### src/rtl/freq_display_ctrl.sv
// Frequency display sequencer: binary count -> 8-digit BCD (shift-add-3),
// auto-ranged to a 4-digit window with exponent and leading-zero blanking.
module freq_display_ctrl #(
    parameter int         BIN_W      = 24,
    parameter logic [3:0] BLANK_CODE = 4'hF
) (
    input  logic             clock,
    input  logic             reset,
    input  logic             load,
    input  logic [BIN_W-1:0] value,
    output logic             busy,
    output logic             done,
    output logic [3:0]       in0,
    output logic [3:0]       in1,
    output logic [3:0]       in2,
    output logic [3:0]       in3,
    output logic [2:0]       exp
);

    localparam int CNT_W = (BIN_W > 1) ? $clog2(BIN_W) : 1;

    typedef enum logic [1:0] {IDLE, CONVERT, SELECT} state_t;

    state_t           state_q;
    logic [BIN_W-1:0] shift_q, shift_d;
    logic [31:0]      bcd_q, bcd_d;
    logic [CNT_W-1:0] cnt_q;
    logic [BIN_W-1:0] pend_q;
    logic             pend_v_q;
    logic             busy_q, done_q;
    logic [15:0]      disp_q;
    logic [2:0]       exp_q;

    // Window selection results, computed from the finished BCD value
    logic [2:0]  k;
    logic [31:0] shifted;
    logic [15:0] win_d;
    logic [2:0]  exp_d;
    logic [31:0] bcd_adj;

    // One double-dabble step: correct nibbles >= 5, then shift {bcd,shift} left
    always_comb begin
        bcd_adj = bcd_q;
        for (int i = 0; i < 8; i++) begin
            if (bcd_q[4*i +: 4] >= 4'd5)
                bcd_adj[4*i +: 4] = bcd_q[4*i +: 4] + 4'd3;
        end
        bcd_d   = {bcd_adj[30:0], shift_q[BIN_W-1]};
        shift_d = {shift_q[BIN_W-2:0], 1'b0};
    end

    // Auto-range: keep the four most significant digits, blank leading zeros
    always_comb begin
        k = 3'd0;
        for (int i = 1; i < 8; i++) begin
            if (bcd_q[4*i +: 4] != 4'd0)
                k = 3'(i);
        end
        exp_d   = 3'd0;
        shifted = bcd_q;
        if (k >= 3'd4) begin
            exp_d   = k - 3'd3;
            shifted = bcd_q >> (4 * exp_d);
        end
        win_d = shifted[15:0];
        // Blanking only happens in the unscaled window; digit 0 always shows
        if (k < 3'd4) begin
            for (int j = 1; j < 4; j++) begin
                if (3'(j) > k)
                    win_d[4*j +: 4] = BLANK_CODE;
            end
        end
    end

    // Sequencer FSM with registered outputs and one-deep pending buffer
    always_ff @(posedge clock) begin
        if (reset) begin
            state_q  <= IDLE;
            shift_q  <= '0;
            bcd_q    <= '0;
            cnt_q    <= '0;
            pend_q   <= '0;
            pend_v_q <= 1'b0;
            busy_q   <= 1'b0;
            done_q   <= 1'b0;
            disp_q   <= {BLANK_CODE, BLANK_CODE, BLANK_CODE, 4'h0};
            exp_q    <= 3'd0;
        end else begin
            done_q <= 1'b0;
            case (state_q)
                IDLE: begin
                    if (load) begin
                        shift_q <= value;
                        bcd_q   <= '0;
                        cnt_q   <= '0;
                        busy_q  <= 1'b1;
                        state_q <= CONVERT;
                    end
                end
                CONVERT: begin
                    bcd_q   <= bcd_d;
                    shift_q <= shift_d;
                    cnt_q   <= cnt_q + CNT_W'(1);
                    if (cnt_q == CNT_W'(BIN_W - 1))
                        state_q <= SELECT;
                    // A result arriving mid-conversion waits here; latest wins
                    if (load) begin
                        pend_q   <= value;
                        pend_v_q <= 1'b1;
                    end
                end
                SELECT: begin
                    disp_q <= win_d;
                    exp_q  <= exp_d;
                    done_q <= 1'b1;
                    if (load || pend_v_q) begin
                        // A fresh load supersedes anything still pending
                        shift_q  <= load ? value : pend_q;
                        bcd_q    <= '0;
                        cnt_q    <= '0;
                        pend_v_q <= 1'b0;
                        state_q  <= CONVERT;
                    end else begin
                        busy_q  <= 1'b0;
                        state_q <= IDLE;
                    end
                end
                default: state_q <= IDLE;
            endcase
        end
    end

    assign busy = busy_q;
    assign done = done_q;
    assign in0  = disp_q[3:0];
    assign in1  = disp_q[7:4];
    assign in2  = disp_q[11:8];
    assign in3  = disp_q[15:12];
    assign exp  = exp_q;

endmodule

### config.mk
export PLATFORM = sky130hd
export DESIGN_NAME = freq_display_ctrl
export DESIGN_NICKNAME = d
export VERILOG_FILES = /design/src/rtl/freq_display_ctrl.sv
export SDC_FILE = /design/constraint.sdc
export NUM_CORES = 1
export LEC_CHECK = 0
export CAP_MARGIN = 20
export CORE_UTILIZATION = 50
export CTS_CLUSTER_SIZE = 8
export DETAILED_ROUTE_END_ITERATION = 16
export HOLD_SLACK_MARGIN = 0.08
export PLACE_DENSITY = 0.8
export SETUP_SLACK_MARGIN = 0.3
export SKIP_CTS_REPAIR_TIMING = 1
export SYNTH_ARGS = -nofsm -noshare
export SYNTH_HDL_FRONTEND = slang
export SYNTH_SLANG_ARGS = --single-unit
### constraint.sdc
create_clock -name clock -period 5.6 [get_ports clock]
set_input_delay 0.56 -clock clock [delete_from_list [all_inputs] [get_ports clock]]
set_output_delay 0.56 -clock clock [all_outputs]
set_load 0.02 [all_outputs]
# --- Word-level counts from Yosys, hierarchy flattened ---
# Cells that the tools add are included.
totals:
  reg_bits: 109
  latchBits: 0
  ramBits: 0
  romBits: 0
  out_inout_bits: 21
  wordCells: 99
  n_memories: 0
classes:
  n_addsub: 10
  multipliers: 0
  div: 0
  magnitude_cmp: 13
  eq_ne: 8
  n_shift: 1
  muxes: 41
  bitwise: 0
  reduce_logical: 16
ops:
  columns: ["operator", "n"]
  rows:
  - ["$pmux W32 S3", 1]
  - ["$mux W24", 3]
  - ["$pmux W24 S3", 1]
  - ["$mux W32", 2]
  - ["$mux W4", 10]
  - ["$ge A4 B3 Y1 const B", 8]
  - ["$shr A32 B5 Y16", 1]
  - ["$add A4 B2 Y4 const B", 7]
  - ["$reduce_bool A4 Y1", 7]
  - ["$mux W3", 8]
  - ["$mux W16", 1]
  - ["$pmux W5 S3", 1]
  - ["$mux W12", 1]
  - ["$mux W5", 2]
  - ["$ne A2 B2 Y1 const B", 5]
  - ["$reduce_and A3 Y1", 3]
  - ["$gt A2 B3 Y1 const A", 2]
  - ["$mux W1", 6]
  - ["$pmux W2 S3", 1]
  - ["$add A5 B1 Y5 const B", 1]
  - ["$eq A5 B5 Y1 const B", 1]
  - ["$mux W2", 2]
  - ["$pmux W1 S2", 2]
  - ["$reduce_bool A2 Y1", 2]
  - ["other kinds (11)", 11]

# --- Logic depth before layout (Yosys ltp) ---
# Gate-level depths: netlist of the first run.
logic_depth:
  depth_word: 13
  mapped_depth: 17

# --- Worst setup path before layout of the first run ---
# No wires, ideal clock.
synth_timing:
  kind: "reg-to-reg"
  start: "reg bcd_q[20]"
  end: "reg disp_q[9]"
  arrival_ns: 3.351
  path_slack_ns: 2.127
  stages_incl_launch_ff: 17
  n_path_buf: 6
  period_less_slack_ns: 3.473
  path_cell_list: "dfxtp_1 clkbuf_1 inv_1 ha_1 nor3b_2 o311a_1 o21a_1 buf_6 buf_4 buf_4 ha_1 clkbuf_1 inv_1 clkbuf_1 mux4_2 a221oi_1 o21ai_1"
synth_via:
  elab_chain_cells: 9
  elab_cells_between_ends: 12
  classes_between: "1 x add/sub; 3 x order compare; 1 x shift; 6 x mux; 1 x reduce/logical"
synth_rtl:
  columns: ["element", "line", "text"]
  rows:
  - ["from (decl)", "26", "logic [31:0] bcd_q, bcd_d;"]
  - ["from (signal assigned)", "80", "bcd_q <= '0;"]
  - ["from (signal assigned)", "94", "bcd_q <= '0;"]
  - ["from (signal assigned)", "101", "bcd_q <= bcd_d;"]
  - ["$reduce_bool A4 Y1 (*)", "56", "if (bcd_q[4*i +: 4] != 4'd0)"]
  - ["$mux W3 (*) (3 in a row)", "56", null]
  - ["$sub A3 B2 Y3", "62", "exp_d = k - 3'd3;"]
  - ["$shr A32 B5 Y16", "63", "shifted = bcd_q >> (4 * exp_d);"]
  - ["$mux W16", "61", "if (k >= 3'd4) begin"]
  - ["$mux W4", "69", "if (3'(j) > k)"]
  - ["$mux W12 (*)", "67", "if (k < 3'd4) begin"]
  - ["to (signal assigned)", "86", "disp_q <= {BLANK_CODE, BLANK_CODE, BLANK_CODE, 4'h0};"]
  - ["to (signal assigned)", "113", "disp_q <= win_d;"]
  - ["to (decl)", "31", "logic [15:0] disp_q;"]
# Mark *: on every way between the ends. The rest lies on a longest branch, timed or not.
# A chain may end at the register's enable or synchronous reset.

# --- Worst setup path after layout of the first run ---
layout_timing:
  start: "reg bcd_q[16]"
  end: "reg disp_q[8]"
layout_via:
  elab_chain_cells: 10
  elab_cells_between_ends: 13
  classes_between: "1 x add/sub; 3 x order compare; 1 x shift; 7 x mux; 1 x reduce/logical"
layout_rtl:
  columns: ["element", "line"]
  rows:
  - ["$reduce_bool A4 Y1", "56"]
  - ["$mux W3 (4 in a row)", "56"]
  - ["$sub A3 B2 Y3", "62"]
  - ["$shr A32 B5 Y16", "63"]
  - ["$mux W16", "61"]
  - ["$mux W4", "69"]
  - ["$mux W12 (*)", "67"]
# Marks and branches as above.

==> flow_summary.json, run 1 <==
{
  "min_period_over_period_pct": 72.76,
  "grt_antenna_before_repair": 0,
  "clock_skew_ns": 0.009715,
  "vias_per_cell": 6.169,
  "worstMarginPinSlew_ns": 1.133,
  "synth.area.mux_share_pct": 7.021,
  "finalCriticalPeriod_ns": 4.074,
  "fin_ws_ns": 1.526,
  "worstReg2RegEnd": "disp_q[8]$_SDFFE_PP1P_",
  "synthAdderAreaFrac_pct": 5.251,
  "grt_first_pass_wirelength_mm": 27.23,
  "ir_worst_vdd_mv": 0.1460,
  "holdPathStages": 2,
  "cp-start-kind": "flop",
  "tns_ns": 0,
  "yosysTopAreaCellShare_pct": 33.92,
  "pwr_density_cell_mw_per_mm2": 239.2,
  "clk_latency_ns": 0.36,
  "grt_setup_unrepaired": "no",
  "diodes": 0,
  "cp.required_ns": 5.84,
  "rr_startpoint": "bcd_q[16]$_SDFFE_PP0P_",
  "r2r_cells": 12,
  "port_buffers": 47,
  "num_vias": 5910,
  "setup_viol": 0,
  "drc": 0,
  "hp-class": "flop to flop",
  "clk_pin_slew_ns": 0.07,
  "num_rows": 41,
  "async_flop_share_pct": 0,
  "synth_top_family_by_area": "compound AO/OA/AOI/OAI gates",
  "syn_avg_cell_area_um2": 8.103,
  "worstSetupPathType": "flop to flop",
  "hpwl_mm": 10.90,
  "cts.sinks": 109,
  "cp_max_fo": 34,
  "synth_cells": 794,
  "hold_start": "exp[2]$_SDFFE_PP0P_",
  "post_drt_wl_per_cell_um": 17.54,
  "drt_iter0_drc": 685,
  "initial_core_util_pct": 51.19,
  "grt_overflow": 0,
  "gp_congestion": 0.9559,
  "ys_top_cells_by_count": "109 x dfxtp_1, 104 x nand2_1, 77 x a21oi_1",
  "synth_nets": 848,
  "synth_xor_area_share_pct": 1.225,
  "leakage_nw": 2.573,
  "htree_levels": 3,
  "netlist_area_mm2": 0.006434,
  "area_growth_pct": 11.12,
  "dr.pass1.iters": 5,
  "synth_area_leaders": "dfxtp_1 34%, nand2_1 6.1%, a21oi_1 6.0%",
  "ff2ff_setup_slack_ns": 1.53,
  "cap_violations": 0,
  "yosys_register_bits": 109,
  "power_mw": 1.710,
  "synth_compound_area_share_pct": 25.96,
  "seqCellArea_mm2": 0.002182,
  "hold_end": "exp[2]$_SDFFE_PP0P_",
  "clockBufferDepth": 2,
  "core_mm2": 0.01257,
  "top_level_ports": 48,
  "fp.dieH_um": 115.4,
  "yosys_warnings": 0,
  "first_global_vias": 5553,
  "die_width_um": 115.4,
  "drt_wl_total_mm": 16.81,
  "grt_max_degree": 71,
  "worst_hold_slack_ns": 0.4545,
  "cts_tree": "done",
  "die_area_mm2": 0.01333,
  "endpoint_kind": "flop",
  "preCtsSetupSlack_ns": 1.715,
  "synth_edf_count": 0,
  "nNetsFinal": 836,
  "synth_most_common_cell": "dfxtp_1",
  "grt_usage_pct": 25.90,
  "cts_root_buf": "clkbuf_16",
  "multi_input_area_mm2": 0.003815,
  "synth_cell_type_count": 51,
  "slew_viol_final": 0,
  "yosys.area_share.simple_pct": 19.64,
  "placed_cells": 942,
  "arrival_ns": 4.31,
  "ant_nets": 0,
  "layout-drive-gt1-share_pct": 5.980,
  "ys.flop_type": "dfxtp_1",
  "synth.largest_area_cell": "dfxtp_1",
  "hold_viol": 0,
  "synth_seq_area_share_pct": 33.92,
  "relSlewSlack_pct": 24.21,
  "cts_buffers": 9,
  "status": "finished, final reports clean",
  "filler_cell_count": 1169,
  "final_cells": 958,
  "fmax_mhz": 245.4
}
==> routing by layer <==
| layer | vias to the layer above | GRT usage [%] | wire, um |
|---|---|---|---|
| met5 | - | 0 | 0 |
| met4 | 0 | 10.74 | 384 |
| met3 | 35 | 6.590 | 1201 |
| met2 | 221 | 42.16 | 7883 |
| met1 | 2800 | 32.71 | 7338 |
| li1 | 2854 | - | - |
==> layout by cell type, fill, tap and decap left out, drive strengths merged, types with 3 or more instances in the layout <==
cell type      instances
xnor2                  9
a211oi                23
a221oi                31
and2                   5
nor3                  14
nand3                 17
a31oi                  3
clkdlybuf4s50         46
a22oi                 18
mux2i                  8
inv                   30
nand2b                15
dfxtp                109
a21oi                 77
a22o                  24
ha                    27
o221ai                 5
o211ai                 3
nand4                  4
nor3b                 14
clkbuf                 9
o21ai                 48
o31ai                  7
nand2                104
mux4                  16
nor2                  60
and3                  29
buf                    9
==> registers in the layout, indices dropped and copies added, names as in the netlist <==
register  count
bcd_q        32
busy          1
cnt_q         5
disp_q       16
done          1
exp           3
pend_q       24
pend_v_q      1
shift_q      24
state_q       2
==> cell type report <==
class                      instances  area share (%)
multi-input combinational        580           53.36
sequential                       109           30.52
timing repair buffer              55           7.560
clock buffer                       9           3.150
tap                              172           3.010
inverter                          27           1.418
clock inverter                     6          0.9800
==> worst max-delay path by stage <==
| stage | start | endpoint | cells after the start |
|---|---|---|---|
| floorplan | bcd_q[20]$_SDFFE_PP0P_ | disp_q[9]$_SDFFE_PP1P_ | 16 |
| global placement | bcd_q[16]$_SDFFE_PP0P_ | disp_q[13]$_SDFFE_PP1P_ | 12 |
| CTS | bcd_q[16]$_SDFFE_PP0P_ | disp_q[8]$_SDFFE_PP1P_ | 12 |
| global route | bcd_q[16]$_SDFFE_PP0P_ | disp_q[8]$_SDFFE_PP1P_ | 12 |
| detailed placement | bcd_q[16]$_SDFFE_PP0P_ | disp_q[8]$_SDFFE_PP1P_ | 12 |
| finish | bcd_q[16]$_SDFFE_PP0P_ | disp_q[8]$_SDFFE_PP1P_ | 12 |
==> critical path, stage by stage, from the launching register on <==
cell	delay, ns
dfxtp_1	0.53
inv_1	0.12
ha_1	0.21
nor3b_4	0.16
o41ai_1	0.57
o21a_2	0.22
buf_4	0.43
inv_2	0.12
ha_1	0.44
inv_1	0.45
nor2_1	0.15
a221oi_1	0.43
o21ai_1	0.10
==> per-stage QoR <==
stage                     utilization [%]  cell area (um^2)
after floorplan                         -              6434
after global placement              54.38              6834
after detailed placement            54.38              6834
after CTS                           56.72              7129
after global routing                56.88              7149
final                               56.88              7149
==> logic make-up (layout without fill, tap and decap cells) <==
logic type                 Yosys count  count (layout)
and+or+nand+nor                    266             266
muxes                               25              25
buffers and inverters              105              97
xor gates and xnor gates             9               9
adders and majority gates           27              27
DFF                                109             109
AOI/OAI and AO/OA                  253             253
==> power breakdown <==
group / switching, mW / internal (mW) / total (mW)
Sequential: 0.0190 / 0.810 / 0.829
Combinational: 0.148 / 0.0828 / 0.231
Clock: 0.301 / 0.350 / 0.651
Total: 0.468 / 1.24 / 1.71
(Power assumes the default switching activity.)
==> run 2, diff against run 1 <==
- PLACE_DENSITY: 0.8 -> 0.83
- clock period: 5.6 -> 3.6 ns (I/O delays scaled with it)
==> run 2 against run 1 <==
Against the previous run: sequential share of layout area fell by 0.47 points; worst hold slack improved by 0.0030 ns; via count rose by 2.0%; non-clock buffer count rose by 17; largest power group unchanged; sequential cell count did not move.
==> flow_summary.json, run 2 (synthesis gave the netlist of run 1 again) <==
{
  "cts_root_buf": "clkbuf_16",
  "drc": 0,
  "cp.required_ns": 3.85,
  "use_met1_pct": 34.56,
  "hold_end": "pend_q[14]$_SDFFE_PP0P_",
  "clk_pin_slew_ns": 0.08,
  "clockBufferDepth": 2,
  "dr.pass1.iters": 5,
  "power_mw": 2.613,
  "first_global_vias": 5397,
  "rr_startpoint": "bcd_q[12]$_SDFFE_PP0P_",
  "hold_start": "pend_q[14]$_SDFFE_PP0P_",
  "tns_ns": 0,
  "clock_skew_ns": 0.01083,
  "die_area_mm2": 0.01333,
  "grt_overflow": 0,
  "drt_wl_total_mm": 16.79,
  "grt_max_degree": 63,
  "p_sw_share_pct": 28.26,
  "worstReg2RegEnd": "disp_q[9]$_SDFFE_PP1P_",
  "post_drt_wl_per_cell_um": 17.20,
  "filler_cell_count": 1096,
  "min_period_over_period_pct": 83.97,
  "finalCriticalPeriod_ns": 3.023,
  "num_vias": 6030,
  "grt_setup_unrepaired": "yes",
  "grt_use_met2_pct": 40.16,
  "layout_commonest_cell": "dfxtp_1",
  "area_growth_pct": 12.91,
  "worstMarginPinSlew_ns": 0.8770,
  "status": "finished, final reports clean",
  "pwr-share-comb_pct": 14.1,
  "top_level_ports": 48,
  "ir_worst_vdd_mv": 0.2064,
  "worst_hold_slack_ns": 0.4575,
  "ff2ff_setup_slack_ns": 0.58,
  "leakage_nw": 2.647,
  "grt_antenna_before_repair": 0,
  "num_rows": 41,
  "arrival_ns": 3.27,
  "final_cells": 976,
  "endpoint_kind": "flop",
  "hp-class": "flop to flop",
  "grt_first_pass_wirelength_mm": 27.03,
  "placed_cells": 960,
  "ant_nets": 0,
  "layout-drive-gt1-share_pct": 8.458,
  "worstSetupPathType": "flop to flop",
  "cts.sinks": 109,
  "design_area_mm2": 0.007264,
  "slew_viol_final": 0,
  "clockPowerShare_pct": 36.6,
  "initial_core_util_pct": 51.19,
  "top_usage_layer": "met2",
  "grt_usage_pct": 25.71,
  "pwr_density_cell_mw_per_mm2": 359.7,
  "drt_iter0_drc": 791,
  "diodes": 0,
  "use_met3_pct": 6.538,
  "core_mm2": 0.01257,
  "die_width_um": 115.4,
  "layout_common_cells": "108 x dfxtp_1, 104 x nand2_1, 77 x a21oi_1, 60 x nor2_1, 46 x clkdlybuf4s50_1",
  "fmax_mhz": 330.8,
  "placed_area_mm2": 0.006962,
  "clk_latency_ns": 0.36,
  "cp_max_fo": 16,
  "vias_per_cell": 6.178,
  "p_int_mw": 1.875,
  "nNetsFinal": 853,
  "holdPathStages": 2,
  "port_buffers": 47,
  "largest_registers": "bcd_q: 32 flops, pend_q: 24 flops, shift_q: 24 flops",
  "cap_violations": 0,
  "p_switching_mw": 0.7383,
  "cts_tree": "done",
  "r2r_cells": 12,
  "hold_viol": 0,
  "relSlewSlack_pct": 41.50,
  "largest_reg_flops": 32,
  "seqPwrFrac_pct": 49.3,
  "largest_register": "bcd_q",
  "hpwl_mm": 11.04,
  "cts_buffers": 9,
  "cp-start-kind": "flop",
  "fp.dieH_um": 115.4,
  "htree_levels": 3,
  "setup_viol": 0,
  "gp_congestion": 0.9809
}
-- run 2: layer usage --
| metal | wire length [um] | part of all wire [%] | vias up |
|---|---|---|---|
| met2 | 7679 | 46 | 236 |
| met3 | 1233 | 7.3 | 46 |
| met5 | 0 | 0 | - |
| met1 | 7492 | 45 | 2852 |
| li1 | - | - | 2896 |
| met4 | 380 | 2.3 | 0 |
-- run 2: final cells by class --
cell class / instances / area [um^2] / area share, %
Multi-Input combinational cell: 580 / 3825 / 52.65
Sequential cell: 109 / 2183 / 30.06
Timing Repair Buffer: 72 / 659.4 / 9.077
Clock buffer: 11 / 232.7 / 3.204
Tap cell: 172 / 215.2 / 2.962
Inverter: 27 / 105.1 / 1.447
Clock inverter: 5 / 43.79 / 0.6028
-- run 2: critical path, cell delays in order, from the launching register on --
cell and delay [ns]:
dfxtp_1 0.54, inv_1 0.09, ha_1 0.25, nor3b_2 0.17
nand3_1 0.13, nand3_1 0.16, nand3_1 0.15, ha_1 0.25
inv_1 0.17, buf_4 0.28, mux4_2 0.32, a221oi_1 0.32
o21ai_1 0.09
-- run 2: metrics by stage --
step	worst slack (ns)	utilization, %
after CTS	0.4056	57.59
after detailed placement	0.4309	55.39
after floorplan	0.3181	-
after global routing	0.2824	57.80
final	0.5771	57.80
after global placement	0.5304	55.39
-- run 2: power by group through the flow --
stage                     Clock (mW)  Sequential [mW]  Combinational [mW]
after floorplan                    0             1.31               0.245
after CTS                      0.970             1.29               0.364
after global routing            1.02             1.29               0.399
after detailed placement           0             1.32               0.362
final                          0.957             1.29               0.367
after global placement             0             1.31               0.357
-- run 2: worst max-delay path by stage --
stage	end	start	slack, ns
global placement	disp_q[9]$_SDFFE_PP1P_	bcd_q[16]$_SDFFE_PP0P_	0.53
global route	disp_q[6]$_SDFFE_PP1P_	bcd_q[20]$_SDFFE_PP0P_	0.28
detailed placement	disp_q[6]$_SDFFE_PP1P_	bcd_q[16]$_SDFFE_PP0P_	0.43
CTS	disp_q[9]$_SDFFE_PP1P_	bcd_q[16]$_SDFFE_PP0P_	0.41
floorplan	disp_q[8]$_SDFFE_PP1P_	bcd_q[12]$_SDFFE_PP0P_	0.32
finish	disp_q[9]$_SDFFE_PP1P_	bcd_q[12]$_SDFFE_PP0P_	0.58
==> run 3, diff against run 2 <==
- PLACE_DENSITY: 0.83 -> 0.8
- clock period: 3.6 -> 2.9 ns (I/O delays scaled with it)
==> run 3 against run 2 <==
Against the previous run: die area unchanged; via count is 3.7% higher; worst hold slack worse by 0.00067 ns; maximum frequency grew 11%.
==> flow_summary.json, run 3 (synthesis gave the netlist of run 1 again) <==
{
  "cp_max_fo": 10,
  "clock_skew_ns": 0.006541,
  "num_rows": 41,
  "rr_startpoint": "bcd_q[28]$_SDFFE_PP0P_",
  "worst_hold_slack_ns": 0.4568,
  "setup_viol": 0,
  "fmax_mhz": 367.9,
  "worstMarginPinSlew_ns": 0.9296,
  "layout_commonest_cell": "nand2_1",
  "nNetsFinal": 873,
  "hold_start": "pend_q[18]$_SDFFE_PP0P_",
  "grt_max_degree": 75,
  "holdPathStages": 2,
  "drt_iter0_drc": 943,
  "arrival_ns": 2.95,
  "grt_first_pass_wirelength_mm": 27.92,
  "cp-start-kind": "flop",
  "fin_ws_ns": 0.1816,
  "wl_met3_mm": 1.229,
  "layout_common_cells": "104 x nand2_1, 103 x dfxtp_1, 75 x a21oi_1, 59 x nor2_1, 46 x clkdlybuf4s50_1",
  "status": "finished, final reports clean",
  "clk_latency_ns": 0.37,
  "cts_root_buf": "clkbuf_16",
  "hold_end": "pend_q[18]$_SDFFE_PP0P_",
  "r2r_cells": 10,
  "dr.pass1.iters": 7,
  "grt_setup_unrepaired": "yes",
  "hpwl_mm": 11.39,
  "ff2ff_setup_slack_ns": 0.18,
  "largest_registers": "bcd_q: 32 flops, pend_q: 24 flops, shift_q: 24 flops",
  "diodes": 0,
  "vias_per_cell": 6.278,
  "power_mw": 3.251,
  "top_level_ports": 48,
  "min_period_over_period_pct": 93.74,
  "gp_congestion": 0.9560,
  "core_mm2": 0.01257,
  "met1_length_mm": 7.851,
  "preCtsSetupSlack_ns": 0.1627,
  "largest_register": "bcd_q",
  "die_area_mm2": 0.01333,
  "relSlewSlack_pct": 37.88,
  "cts_buffers": 9,
  "slew_viol_final": 0,
  "initial_core_util_pct": 51.19,
  "cts_tree": "done",
  "hp-class": "flop to flop",
  "endpoint_kind": "flop",
  "num_vias": 6253,
  "drt_wl_total_mm": 18.18,
  "drc": 0,
  "worstReg2RegEnd": "disp_q[2]$_SDFFE_PP0P_",
  "cap_violations": 0,
  "area_growth_pct": 19.45,
  "ir_worst_vdd_mv": 0.3049,
  "grt_antenna_before_repair": 0,
  "cts.sinks": 109,
  "grt_overflow": 0,
  "first_global_vias": 5654,
  "cp.required_ns": 3.14,
  "ant_nets": 0,
  "layout-drive-gt1-share_pct": 15.53,
  "largest_reg_flops": 32,
  "finalCriticalPeriod_ns": 2.718,
  "dr_wl_met2_mm": 8.489,
  "clockBufferDepth": 2,
  "die_width_um": 115.4,
  "worstSetupPathType": "flop to flop",
  "post_drt_wl_per_cell_um": 18.25,
  "dr.max_layer_used": "met4",
  "clk_pin_slew_ns": 0.08,
  "grt_usage_pct": 26.78,
  "fp.dieH_um": 115.4,
  "hold_viol": 0,
  "htree_levels": 3,
  "pwr_density_cell_mw_per_mm2": 423.0,
  "port_buffers": 47,
  "leakage_nw": 2.846
}
[run 3: changes by cell type in the layout (fill, tap and decap cells not counted), moves of 5 or more]
cell / delta
a221oi_1: -5
a221oi_2: +5
buf_4: +14
dfxtp_1: -5
dfxtp_4: +5
ha_1: -5
inv_1: -8
inv_2: +7
[run 3: critical path, cell delays in order, from the launching register on]
cell,delay (ns)
dfxtp_1,0.38
inv_1,0.14
ha_1,0.25
nor3b_4,0.34
nand3_1,0.23
ha_4,0.44
buf_12,0.14
inv_8,0.05
mux4_2,0.29
o221ai_2,0.21
a211oi_2,0.11
[run 3: per-layer routing]
layer	track usage, %	vias to the layer above
met5	0	-
met4	11.86	0
met3	4.812	67
met2	43.75	296
met1	34.66	2957
li1	-	2933
[run 3: layout make-up]
type | count | area, um^2
Fill cell | 1054 | 4883
Multi-Input combinational cell | 580 | 4014
Sequential cell | 109 | 2202
Timing Repair Buffer | 90 | 839.6
Clock buffer | 9 | 225.2
Tap cell | 172 | 215.2
Inverter | 27 | 116.4
Clock inverter | 7 | 52.55
Timing Repair inverter | 2 | 20.02
[run 3: worst max path at each step]
stage                           start                 endpoint  slack [ns]  cells past startpoint
2_1_floorplan   bcd_q[4]$_SDFFE_PP0P_   disp_q[8]$_SDFFE_PP1P_      -0.005                     15
3_3_place_gp   bcd_q[21]$_SDFFE_PP0P_  disp_q[13]$_SDFFE_PP1P_        0.27                      9
3_5_place_dp   bcd_q[21]$_SDFFE_PP0P_  disp_q[12]$_SDFFE_PP1P_        0.16                      9
4_1_cts        bcd_q[21]$_SDFFE_PP0P_  disp_q[12]$_SDFFE_PP1P_        0.15                      9
5_1_grt        bcd_q[28]$_SDFFE_PP0P_   disp_q[2]$_SDFFE_PP0P_        0.14                     10
6_report       bcd_q[28]$_SDFFE_PP0P_   disp_q[2]$_SDFFE_PP0P_        0.18                     10
[run 3: stage by stage]
stage	setup TNS, ns	instances	area [um^2]	utilization [%]
2_1_floorplan	-0.004596	794	6580	-
3_3_place_gp	0	968	7116	56.62
3_5_place_dp	0	968	7116	56.62
4_1_cts	0	984	7393	58.83
5_1_grt	0	996	7685	61.14
6_report	0	996	7685	61.14
[run 3: report_power, final]
part	leakage [nW]	internal, mW	switching, mW
logic	1.82	0.168	0.291
clock network	0.137	0.593	0.604
registers	0.891	1.56	0.0359
